File: config.mk
export PLATFORM = sky130hd
export DESIGN_NAME = demux_1x4_n_seq
export DESIGN_NICKNAME = d
export VERILOG_FILES = /design/src/rtl/demux_1x4_n_seq.sv
export SDC_FILE = /design/constraint.sdc
export NUM_CORES = 1
export LEC_CHECK = 0
export ABC_AREA = 1
export BUFFER_PORTS_ARGS = -buffer_cell sky130_fd_sc_hd__buf_4
export CORE_ASPECT_RATIO = 0.6
export CORE_MARGIN = 2
export CORE_UTILIZATION = 45
export CTS_CLUSTER_DIAMETER = 200
export DETAILED_ROUTE_END_ITERATION = 8
export PLACE_DENSITY = 0.8
export RECOVER_POWER = 100
export SYNTH_ARGS = -nofsm -noshare
export SYNTH_HDL_FRONTEND = slang
export SYNTH_SLANG_ARGS = --single-unit
File: constraint.sdc
create_clock -name clock -period 1.7 [get_ports clock]
set_clock_uncertainty 0.1 [all_clocks]
set_input_delay 0.17 -clock clock [delete_from_list [all_inputs] [get_ports clock]]
set_output_delay 0.17 -clock clock [all_outputs]
set_load 0.005 [all_outputs]
File: src/rtl/demux_1x4_n_seq.sv
// Receive-side 1-to-4 time-division demultiplexer: collects four BITS-wide words
// into shadow slots and publishes them atomically on D0..D3 once a frame is complete.
module demux_1x4_n_seq #(
    parameter int BITS = 4,
    parameter int CW   = 8
) (
    input  logic            clock,
    input  logic            reset_n,
    input  logic [BITS-1:0] DIN,
    input  logic            DIN_VALID,
    input  logic            CLEAR,
    output logic [1:0]      SEL_OUT,
    output logic [BITS-1:0] D0,
    output logic [BITS-1:0] D1,
    output logic [BITS-1:0] D2,
    output logic [BITS-1:0] D3,
    output logic            FRAME_DONE,
    output logic            BUSY,
    output logic [CW-1:0]   FRAME_COUNT
);

    localparam logic [1:0] SLOT0 = 2'd0;
    localparam logic [1:0] SLOT1 = 2'd1;
    localparam logic [1:0] SLOT2 = 2'd2;
    localparam logic [1:0] SLOT3 = 2'd3;

    logic [1:0]      slot_q, slot_d;
    logic [BITS-1:0] s0_q, s0_d, s1_q, s1_d, s2_q, s2_d;
    logic [BITS-1:0] d0_q, d0_d, d1_q, d1_d, d2_q, d2_d, d3_q, d3_d;
    logic            done_q, done_d;
    logic [CW-1:0]   cnt_q, cnt_d;

    always_comb begin
        slot_d = slot_q;
        s0_d   = s0_q;
        s1_d   = s1_q;
        s2_d   = s2_q;
        d0_d   = d0_q;
        d1_d   = d1_q;
        d2_d   = d2_q;
        d3_d   = d3_q;
        done_d = 1'b0;
        cnt_d  = cnt_q;
        // CLEAR dominates DIN_VALID, so a word arriving with CLEAR never completes a frame
        if (CLEAR) begin
            slot_d = SLOT0;
        end else if (DIN_VALID) begin
            case (slot_q)
                SLOT0: begin
                    s0_d   = DIN;
                    slot_d = SLOT1;
                end
                SLOT1: begin
                    s1_d   = DIN;
                    slot_d = SLOT2;
                end
                SLOT2: begin
                    s2_d   = DIN;
                    slot_d = SLOT3;
                end
                default: begin
                    d0_d   = s0_q;
                    d1_d   = s1_q;
                    d2_d   = s2_q;
                    d3_d   = DIN;
                    done_d = 1'b1;
                    cnt_d  = cnt_q + CW'(1);
                    slot_d = SLOT0;
                end
            endcase
        end
    end

    always_ff @(posedge clock or negedge reset_n) begin
        if (!reset_n) begin
            slot_q <= SLOT0;
            s0_q   <= '0;
            s1_q   <= '0;
            s2_q   <= '0;
            d0_q   <= '0;
            d1_q   <= '0;
            d2_q   <= '0;
            d3_q   <= '0;
            done_q <= 1'b0;
            cnt_q  <= '0;
        end else begin
            slot_q <= slot_d;
            s0_q   <= s0_d;
            s1_q   <= s1_d;
            s2_q   <= s2_d;
            d0_q   <= d0_d;
            d1_q   <= d1_d;
            d2_q   <= d2_d;
            d3_q   <= d3_d;
            done_q <= done_d;
            cnt_q  <= cnt_d;
        end
    end

    assign SEL_OUT     = slot_q;
    assign BUSY        = (slot_q != SLOT0);
    assign D0          = d0_q;
    assign D1          = d1_q;
    assign D2          = d2_q;
    assign D3          = d3_q;
    assign FRAME_DONE  = done_q;
    assign FRAME_COUNT = cnt_q;

endmodule
==> reports/results.txt <==
Status - finished clean
Setup Total Neg Slack - 0 ns
Pwr Density - 1070 nW/um^2
DPL Wire Length - 2.33 mm
RePlAce Congestion - 0.795
Buffer and inverter count on the worst path - 1
Resized cells post-CTS - 0
Die Y - 50.3 microns
Port Buffer Count - 35
First-pass iteration count of the detailed router - 4
Worst-path clk slew - 0.07 ns
Total track usage - 0.190
Fillers - 302
Num CTS Buffers - 5
Worst r2r src - SEL_OUT[0]
CP most frequent cell - nand2_1
Die W - 81.2 microns
Mean Syn Cell Area - 9.24 sq um
Drt wl/cell - 12.3 microns
Cells after synthesis - 174
Startpoint type of the worst setup path - register
Hold Violations, Final - 0
Clock Latency Late Sink - 0.29 ns
Slew margin rel. - 0.372
Inst Count DP - 253
Antenna Violating Nets Remaining - 0
Clock H-tree levels - 2
Final cell count without fillers - 262
Routed WL - 3.23 mm
First-pass GRT wire length - 5.64 mm
Core region area - 3340 sq um
Worst Setup SP - SEL_OUT[0]
Worst path required time - 1.83 ns
Dpl ws - 0.223 ns
Drt initial violations - 90
Layout overhead on the synthesized area - 26.0%
WP depth - 6
Period utilization - 0.890
Share of layout cells above drive strength 1 - 0.217
CP endpoint kind - register
Commonest non-fill, non-tap cell in the layout - nand2_1
Number of global-route vias before repair - 1161
Hold Crit Start - CLEAR
DRC violations left - 0
Slowest cell on crit path - dfrtp_1
IO Pins - 36
CTS tree - built
Hold path depth - 2
Worst-path cell chain - ha_1, nand2_1, nor2_4, clkbuf_2, nand2_1, nand2_1
Grt ovf - 0
Most frequent cells in the layout - nand2_1 (73), dfrtp_1 (39), clkbuf_4 (27)
CP Max Fanout - 12
Die ar. - 4080 sq um
Via Count - 1220
Slowest Stage Delay on Critical Path - 0.44 ns
Root buffer cell - clkbuf_8
Final net count - 229
Leakage - 1.11 nW
Final Max Tran Viols - 0
Initial antenna violation count - 0
CP Data Arrival Time - 1.64 ns
Cell area after synthesis - 1610 sq um
Fmax - 661 MHz
Reg2reg path depth - 6
Setup CP Type - reg -> reg
Synth Net Count - 187
Worst vdd ir - 0.517 mV
Starting Density - 0.481
Row count - 16
Worst Tran Pin Value - 0.942 ns
Via density - 4.66
Largest net degree at the start of global routing - 40
Yosys cell types - 19
Seq/Total Area, Yosys - 0.607
Register-to-register setup slack - 0.19 ns
RSZ-0062 raised after global routing - no
MaxCap Viol Count - 0
Post-CTS setup buffers - 0
Antenna cell count - 0
#FFs+latches synth - 39
Min-delay worst type - in -> reg
Yosys warns - 0
Setup violators final - 0
Final worst slack - 0.187 ns
Fin crit period - 1.51 ns
Max clock buf depth - 2
CP delay by family, top - simple AND/OR/NAND/NOR gates
CTS Sinks - 39
## routing by layer
layer,part of all wire,up-vias,wire length (microns),GRT usage
li1,-,623,-,-
met1,0.51,557,1640,0.290
met2,0.42,38,1370,0.241
met3,0.062,2,200,0.0612
met4,0.0059,0,19,0.0847
met5,0,-,0,0
## per-stage QoR
step                      power (W)  hold slack, ns   util  cell area (sq um)
after floorplan             0.00132          -0.226      -               1610
after global placement      0.00151          0.0618  0.576               1920
after detailed placement    0.00152          0.0690  0.576               1920
after CTS                   0.00222         0.00396  0.609               2030
after global routing        0.00232          0.0140  0.606               2030
final                       0.00217          0.0164  0.606               2030
## final cells by class
class,count,area (sq um),area share
Timing Repair Buffer,38,279,0.138
Multi-Input combinational cell,115,551,0.272
Tap cell,45,56.3,0.0278
Sequential cell,39,976,0.482
Clock buffer,8,100,0.0494
Inverter,17,63.8,0.0315
## report_power, final
group | total [W] | internal, W | leakage, nW | switching, W
registers | 0.00117 | 0.00107 | 0.508 | 0.0000951
clock network | 0.000681 | 0.000370 | 0.0515 | 0.000311
logic | 0.000323 | 0.000166 | 0.550 | 0.000157
total | 0.00217 | 0.00161 | 1.11 | 0.000563
## sequential cells by signal (all words and copies together), names as in the netlist
| signal | flops |
|---|---|
| SEL_OUT | 2 |
| s2_q | 4 |
| FRAME_COUNT | 8 |
| s1_q | 4 |
| D1 | 4 |
| D0 | 4 |
| D3 | 4 |
| D2 | 4 |
| s0_q | 4 |
| FRAME_DONE | 1 |
## synth_stat cells
cell,count,area (sq um)
nand3b_1,1,7.51
inv_2,1,3.75
dfrtp_1,39,976
ha_1,5,62.6
buf_2,2,10.0
inv_1,16,60.1
o21ai_1,1,5.00
nor2_2,1,6.26
nand3_1,6,30.0
xnor2_1,1,8.76
nor2_1,4,15.0
nand3_2,1,10.0
nor2_4,1,11.3
nor3_1,1,5.00
nand2_1,73,274
a22o_1,1,8.76
xor2_1,3,26.3
o21ai_0,16,80.1
buf_4,1,7.51
## worst paths after layout
path,end
max,D1[1]
min,FRAME_DONE
max reg2reg,D1[1]
min reg2reg,D2[0]
max in group asynchronous,s1_q[1]
min in group asynchronous,D0[0]
## logic make-up (layout without fill, tap and decap cells)
family / count (synthesis) / count (layout) / synth area share
XOR/XNOR: 4 / 4 / 0.0218
AO/OA/AOI/OAI: 18 / 18 / 0.0584
adder cells (fa/ha/maj): 5 / 5 / 0.0389
flip-flops: 39 / 39 / 0.607
AND/OR/NAND/NOR: 88 / 88 / 0.223
buffers and inverters: 20 / 63 / 0.0506
## repair_timing
action | 4_1_cts | 5_1_grt
hold buffers | 1 | 0
endpoints found under the hold margin | 39 | 0
endpoints found under the setup margin | 0 | 0
(Power assumes the default switching activity.)
